## config.mk

```make
export PLATFORM = sky130hd
export DESIGN_NAME = mod6_step_source
export DESIGN_NICKNAME = d
export VERILOG_FILES = /design/src/rtl/mod6_step_source.sv
export SDC_FILE = /design/constraint.sdc
export NUM_CORES = 1
export LEC_CHECK = 0
export CORE_MARGIN = 3
export CORE_UTILIZATION = 30
export CTS_CLUSTER_DIAMETER = 200
export CTS_CLUSTER_SIZE = 24
export DETAILED_ROUTE_END_ITERATION = 6
export PLACE_DENSITY = 0.62
export SKIP_LAST_GASP = 1
export SYNTH_ARGS = -nofsm -noshare
export SYNTH_HDL_FRONTEND = slang
export SYNTH_SLANG_ARGS = --single-unit
```

## constraint.sdc

```tcl
create_clock -name clk -period 4.8 [get_ports clk]
set_clock_uncertainty 0.1 [all_clocks]
set_input_delay 0.72 -clock clk [delete_from_list [all_inputs] [get_ports clk]]
set_output_delay 0.72 -clock clk [all_outputs]
set_load 0.02 [all_outputs]
```

## src/rtl/mod6_step_source.sv

```systemverilog
// Step-event source for the mod-6 counter: synchronised, debounced push-button
// presses plus optional periodic auto-ticks, queued in a saturating pending count.
module mod6_step_source #(
  parameter int DEBOUNCE_CYCLES = 4,
  parameter int PRESCALE_W      = 16,
  parameter int PEND_W          = 3
) (
  input  logic                  clk,
  input  logic                  rst_n,
  input  logic                  btn_raw,
  input  logic                  auto_en,
  input  logic [PRESCALE_W-1:0] prescale,
  input  logic                  step_ready,
  input  logic                  ovf_clr,
  output logic                  step_valid,
  output logic [PEND_W-1:0]     pending,
  output logic                  btn_level,
  output logic                  ovf
);

  localparam int                  NW     = PEND_W + 2;
  localparam logic [NW-1:0]       MAXV   = NW'((1 << PEND_W) - 1);
  localparam logic [7:0]          DB_TGT = 8'(DEBOUNCE_CYCLES);
  localparam logic [PRESCALE_W-1:0] PS_ONE = PRESCALE_W'(1);

  logic                  r_s1, r_s2;
  logic [7:0]            r_db_cnt;
  logic                  r_lvl, r_lvl_d, r_press;
  logic [PRESCALE_W-1:0] r_pc;
  logic [PEND_W-1:0]     r_pend;
  logic                  r_ovf;

  logic                  w_active, w_tick, w_sat;
  logic [NW-1:0]         w_inc, w_dec, w_next;

  // Two-flop synchroniser; only r_s2 is safe to use downstream.
  always_ff @(posedge clk) begin
    if (!rst_n) begin
      r_s1 <= 1'b0;
      r_s2 <= 1'b0;
    end else begin
      r_s1 <= btn_raw;
      r_s2 <= r_s1;
    end
  end

  always_ff @(posedge clk) begin
    if (!rst_n) begin
      r_db_cnt <= 8'd0;
      r_lvl    <= 1'b0;
    end else if (r_s2 == r_lvl) begin
      r_db_cnt <= 8'd0;
    end else if (r_db_cnt + 8'd1 == DB_TGT) begin
      r_lvl    <= ~r_lvl;
      r_db_cnt <= 8'd0;
    end else begin
      r_db_cnt <= r_db_cnt + 8'd1;
    end
  end

  // Rising edge of the debounced level becomes a single-cycle press.
  always_ff @(posedge clk) begin
    if (!rst_n) begin
      r_lvl_d <= 1'b0;
      r_press <= 1'b0;
    end else begin
      r_lvl_d <= r_lvl;
      r_press <= r_lvl & ~r_lvl_d;
    end
  end

  assign w_active = auto_en & (prescale != '0);
  // ">=" rather than "==" so shrinking prescale mid-count still wraps at once.
  assign w_tick   = w_active & (r_pc >= prescale - PS_ONE);

  always_ff @(posedge clk) begin
    if (!rst_n || !w_active) r_pc <= '0;
    else if (w_tick)         r_pc <= '0;
    else                     r_pc <= r_pc + PS_ONE;
  end

  assign step_valid = (r_pend != '0);
  assign w_inc  = NW'(r_press) + NW'(w_tick);
  assign w_dec  = NW'(step_valid & step_ready);
  assign w_next = NW'(r_pend) + w_inc - w_dec;
  assign w_sat  = (w_next > MAXV);

  always_ff @(posedge clk) begin
    if (!rst_n) begin
      r_pend <= '0;
      r_ovf  <= 1'b0;
    end else begin
      r_pend <= w_sat ? MAXV[PEND_W-1:0] : w_next[PEND_W-1:0];
      if (w_sat)        r_ovf <= 1'b1;
      else if (ovf_clr) r_ovf <= 1'b0;
    end
  end

  assign pending   = r_pend;
  assign btn_level = r_lvl;
  assign ovf       = r_ovf;

endmodule
```

After elaboration in Yosys (flattened, before gate mapping). Cells that the tools add are included.

Output and inout bits: 6. Word-level logic and storage cells: 39. Register bits: 33.

Order comparisons: 2. Bitwise gates (word level): 8. Mux-type cells: 3. Eq/ne operators: 2. Reduce and logical (&&, ||, !) cells: 9. Add/sub/neg operators: 6.

Operators by type and width (count): adder 16 x 1 -> 16 bit (second input constant) (1); >= comparator 16 bit (1); nonzero test 16 bit (1); subtractor 16 x 1 -> 16 bit (second input constant) (1); adder 8 x 1 -> 8 bit (second input constant) (1); equality test 8 x 3 -> 1 bit (second input constant) (1); > comparator 5 x 3 -> 1 bit (second input constant) (1); subtractor 4 x 1 -> 5 bit (1); adder 3 x 2 -> 4 bit (1); AND 1 bit (4); inverter 1 bit (4); two-way mux 3 bit (1); nonzero test 3 bit (1); OR reduction 3 bit (1); adder 1 x 1 -> 2 bit (1); logical NOT 1 bit (2); two-way mux 1 bit (2); AND reduction 2 bit (1); nonzero test 2 bit (1); OR reduction 2 bit (1); equality test 1 bit (1); logical OR 1 bit (1).

Logic depth before layout (Yosys ltp).
Word-level depth: 8. Depth in mapped cells: 18.

Worst setup path before layout. Ideal clock, no wire load.

Path type: input port to flip-flop. Start: input port prescale[7]. End: register r_pend[2] (netlist: pending[2]). Arrival: 4328 ps. Stages: 15. Data required time: 4580 ps. Path slack: 253 ps. Path through: or4_4 > or4_4 > nor4_1 > xnor2_1 > ha_1 > o21ai_0 > nor2_1 > nor4_1 > nand3_1 > o311ai_0 > fa_1 > inv_1 > fa_1 > xnor2_1 > o31a_1.

Word-level cells in the longest chain between the ends: 8. Elaborated cells between the ends (all ways): 10.

Ends and longest elaborated chain: start: declaration (RTL line 12) `input logic [PRESCALE_W-1:0] prescale,`; subtractor 16 x 1 -> 16 bit or nonzero test 16 bit (tied branches) (RTL line 74, 72); >= comparator 16 bit or AND 1 bit (tied branches) (RTL line 74, 72); AND 1 bit * (RTL line 74) `assign w_tick = w_active & (r_pc >= prescale - PS_ONE);`; adder 1 x 1 -> 2 bit * (RTL line 83) `assign w_inc = NW'(r_press) + NW'(w_tick);`; adder 3 x 2 -> 4 bit * (RTL line 85) `assign w_next = NW'(r_pend) + w_inc - w_dec;`; subtractor 4 x 1 -> 5 bit * (RTL line 85); > comparator 5 x 3 -> 1 bit (RTL line 86) `assign w_sat = (w_next > MAXV);`; two-way mux 3 bit * (RTL line 93) `r_pend <= w_sat ? MAXV[PEND_W-1:0] : w_next[PEND_W-1:0];`; end signal: assignment (RTL line 93); end: declaration (RTL line 30) `logic [PEND_W-1:0] r_pend;`.

Every way passes the cells marked *; elsewhere a longest branch is shown, timed or not. A chain may end at the register's enable or synchronous reset.

Worst setup path in the final report.
Start: input port prescale[3]. End: register r_pend[1] (netlist: pending[1]).

The elaborated chain is that of the path after synthesis.

==> impl_metrics.json <==
{
  "status": "completed",
  "io_pins": 28,
  "clock-root-buffer": "clkbuf_8",
  "worst_setup_path_start_kind": "input port",
  "cts_max_level": 2,
  "gp_congestion": 0.759,
  "dr.pass1.iters": 4,
  "wl_per_cell_um": 11.5,
  "hold_viol": 0,
  "die_x_um": 89.5,
  "clock_latency_ns": 0.28,
  "synth_adder_area_share_pct": 15.7,
  "tightest_slew_ns": 0.405,
  "synth_top_area_share_pct": 31.6,
  "sequentialPowerShare_pct": 37.7,
  "yosys_warnings": 0,
  "min_from": "r_lvl_d$_SDFF_PN0_",
  "clockBufferDepth": 2,
  "synth_largest_area_cell": "dfxtp_1",
  "clock-sinks": 33,
  "grt_pass1_vias": 1715,
  "leakagePower_nw": 1.07,
  "syn_area_mm2": 0.00209,
  "cp-startpoint": "prescale[3]",
  "largest_reg_flops": 16,
  "start_util_pct": 31.8,
  "finalCritPeriodShare_pct": 95.4,
  "pwr-share-comb_pct": 36.4,
  "drc_errors": 0,
  "synth_cells": 233,
  "finalSetupViolCount": 0,
  "power_density_mw_per_mm2": 292,
  "sw_frac_of_total_pct": 31.7,
  "slew_headroom_pct": 72.9,
  "ant_nets": 0,
  "grt_remaining_overflow": 0,
  "synth.distinct_cells": 37,
  "top_register": "r_pc",
  "crit_type": "input port to flip-flop",
  "via_count": 1768,
  "synth_compound_area_share_pct": 6.94,
  "antennaDiodeCount": 0,
  "synthSimpleGateAreaFrac_pct": 26.6,
  "required_ns": 4.88,
  "cp-end-kind": "flip-flop",
  "cts_made_buffers": 5,
  "num-nets-final": 334,
  "reg2regPathDepth": 12,
  "die_h_um": 89.5,
  "drt_iter0_drc": 18,
  "grt_max_degree": 17,
  "drv_slew": 0,
  "cp_data_arrival_time_ns": 4.66,
  "avgViaCountPerCell": 4.65,
  "num_rows": 29,
  "fillCellCount": 670,
  "intPower_w": 0.000558,
  "place_ws_ns": -0.524,
  "grt_antenna_before_repair": 0,
  "min_path_type": "flip-flop to flip-flop",
  "grtUsageTotal_pct": 11.6,
  "synth_nets": 280,
  "holdPathStages": 1,
  "area_growth_pct": 33.9,
  "rr_startpoint": "r_pc[13]$_SDFF_PP0_",
  "place_hpwl_mm": 3.41,
  "syn_avg_cell_area_um2": 8.97,
  "coreArea_mm2": 0.00657,
  "synth.area.top_cells": "dfxtp_1, ha_1, xnor2_1",
  "synthMuxAreaShare_pct": 0.479,
  "synth_top_family_by_area": "simple AND/OR/NAND/NOR gates",
  "numPortBuffers": 27,
  "final_core_util_pct": 42.6,
  "yosys_register_bits": 33,
  "period_minus_slack_ns": 4.58,
  "die_area_mm2": 0.00801,
  "cp_max_fo": 4,
  "cts_tree": "done",
  "rsz0062_at_grt": "false",
  "wl_mm": 4.38,
  "synth_xor_area_share_pct": 15.1,
  "drive_gt1_share_pct": 20.6,
  "setup_slack_ns": 0.220,
  "p_switching_w": 0.000259,
  "grt_pass1_wl_mm": 7.24,
  "path_clk_slew_ns": 0.07,
  "cap_violations": 0,
  "yosysSeqAreaShare_pct": 31.6,
  "timing.fmax_mhz": 218,
  "peakVddDrop_mv": 0.256,
  "clockPowerShare_pct": 25.9
}
power by group through the flow:
stage	logic (W)	registers, W	clock network [W]
2_1_floorplan	0.000151	0.000332	0
3_3_place_gp	0.000271	0.000314	0
3_5_place_dp	0.000277	0.000313	0
4_1_cts	0.000280	0.000308	0.000219
5_1_grt	0.000330	0.000312	0.000230
6_report	0.000298	0.000308	0.000211
synthesized netlist by cell type:
library cell	n
a21oi_1	4
nor3b_1	1
a221o_1	1
a21o_1	1
buf_12	1
xor2_1	11
clkbuf_1	1
and4_1	1
nor2b_1	4
fa_1	2
mux2i_1	1
o21a_1	1
ha_1	23
nor2_1	27
or4_1	2
o31a_1	4
and2_1	5
xnor2_1	25
o21bai_1	1
nor4_1	6
o21ai_0	4
o311a_4	1
or3_4	1
nor3_1	9
inv_1	14
o311ai_0	1
or4_4	2
nand2b_1	2
nand4_4	1
a211oi_1	1
or3_1	1
nand3_1	11
nor2_2	10
and3_1	2
dfxtp_1	33
nand2_1	13
nand4_1	5
final cells by class:
type	instances	area, um^2	area share [%]
clock buffers	7	86.3	3.08
inverters	14	52.6	1.88
multi-input cells	184	1440	51.4
flip-flops and latches	33	661	23.6
well taps	93	116	4.16
repair buffers	49	445	15.9
per-layer routing:
metal / GRT usage [%] / part of all wire [%]
met5: 0 / 0
met4: 4.06 / 1.5
met3: 2.67 / 3.6
met2: 19.2 / 45
met1: 14.6 / 50
critical path: stages:
cell and delay, ns:
clkdlybuf4s50_1 0.41, or3_4 0.41, or4_4 0.47, nor4_4 0.29, xnor2_1 0.11, ha_1 0.30, nand4_1 0.17, nor3_2 0.22
nor4_2 0.05, buf_4 0.13, nand3_1 0.09, o311ai_2 0.12, fa_2 0.36, inv_2 0.07, fa_2 0.43, o31a_1 0.30
final timing paths:
kind                                end  slack [ns]
setup reg to reg  pending[2]$_SDFF_PN0_        1.93
setup / recovery  pending[1]$_SDFF_PN0_        0.22
hold reg to reg      r_press$_SDFF_PN0_        0.29
hold / removal       r_press$_SDFF_PN0_        0.29
through the flow:
step | cells | setup TNS (ns) | hold WS [ns] | cell area, um^2 | total power, W
3_5_place_dp | 371 | -1.99 | 0.280 | 2600 | 0.000591
2_1_floorplan | 233 | 0 | 0.267 | 2090 | 0.000483
3_3_place_gp | 371 | -1.29 | 0.275 | 2600 | 0.000584
5_1_grt | 380 | 0 | 0.323 | 2800 | 0.000872
4_1_cts | 379 | 0 | 0.294 | 2710 | 0.000806
6_report | 380 | 0 | 0.287 | 2800 | 0.000817
cell families (layout without fill, tap and decap cells):
| family | count (synthesis) | in the layout |
|---|---|---|
| AND/OR/NAND/NOR | 103 | 103 |
| XOR/XNOR | 36 | 36 |
| flip-flops | 33 | 33 |
| adder cells (fa/ha/maj) | 25 | 25 |
| AO/OA/AOI/OAI | 19 | 19 |
| buffers and inverters | 16 | 70 |
| multiplexers | 1 | 1 |
cell usage in the layout, fill, tap and decap left out, drive strengths merged, types with 11 or more instances in the layout:
| master | Yosys | routed |
|---|---|---|
| buf | 1 | 22 |
| clkdlybuf4s50 | 0 | 23 |
| dfxtp | 33 | 33 |
| ha | 23 | 23 |
| inv | 14 | 14 |
| nand2 | 13 | 13 |
| nand3 | 11 | 11 |
| nor2 | 37 | 37 |
| xnor2 | 25 | 25 |
| xor2 | 11 | 11 |
repair_timing:
action / 4_1_cts / 5_1_grt
resized for setup: 3 / 21
gates cloned: 0 / 0
setup buffers: 1 / 1
setup endpoints to repair: 4 / 4
hold buffers: 0 / 0
pin swaps: 1 / 17
Note: power is estimated with default switching activity, not from simulation.
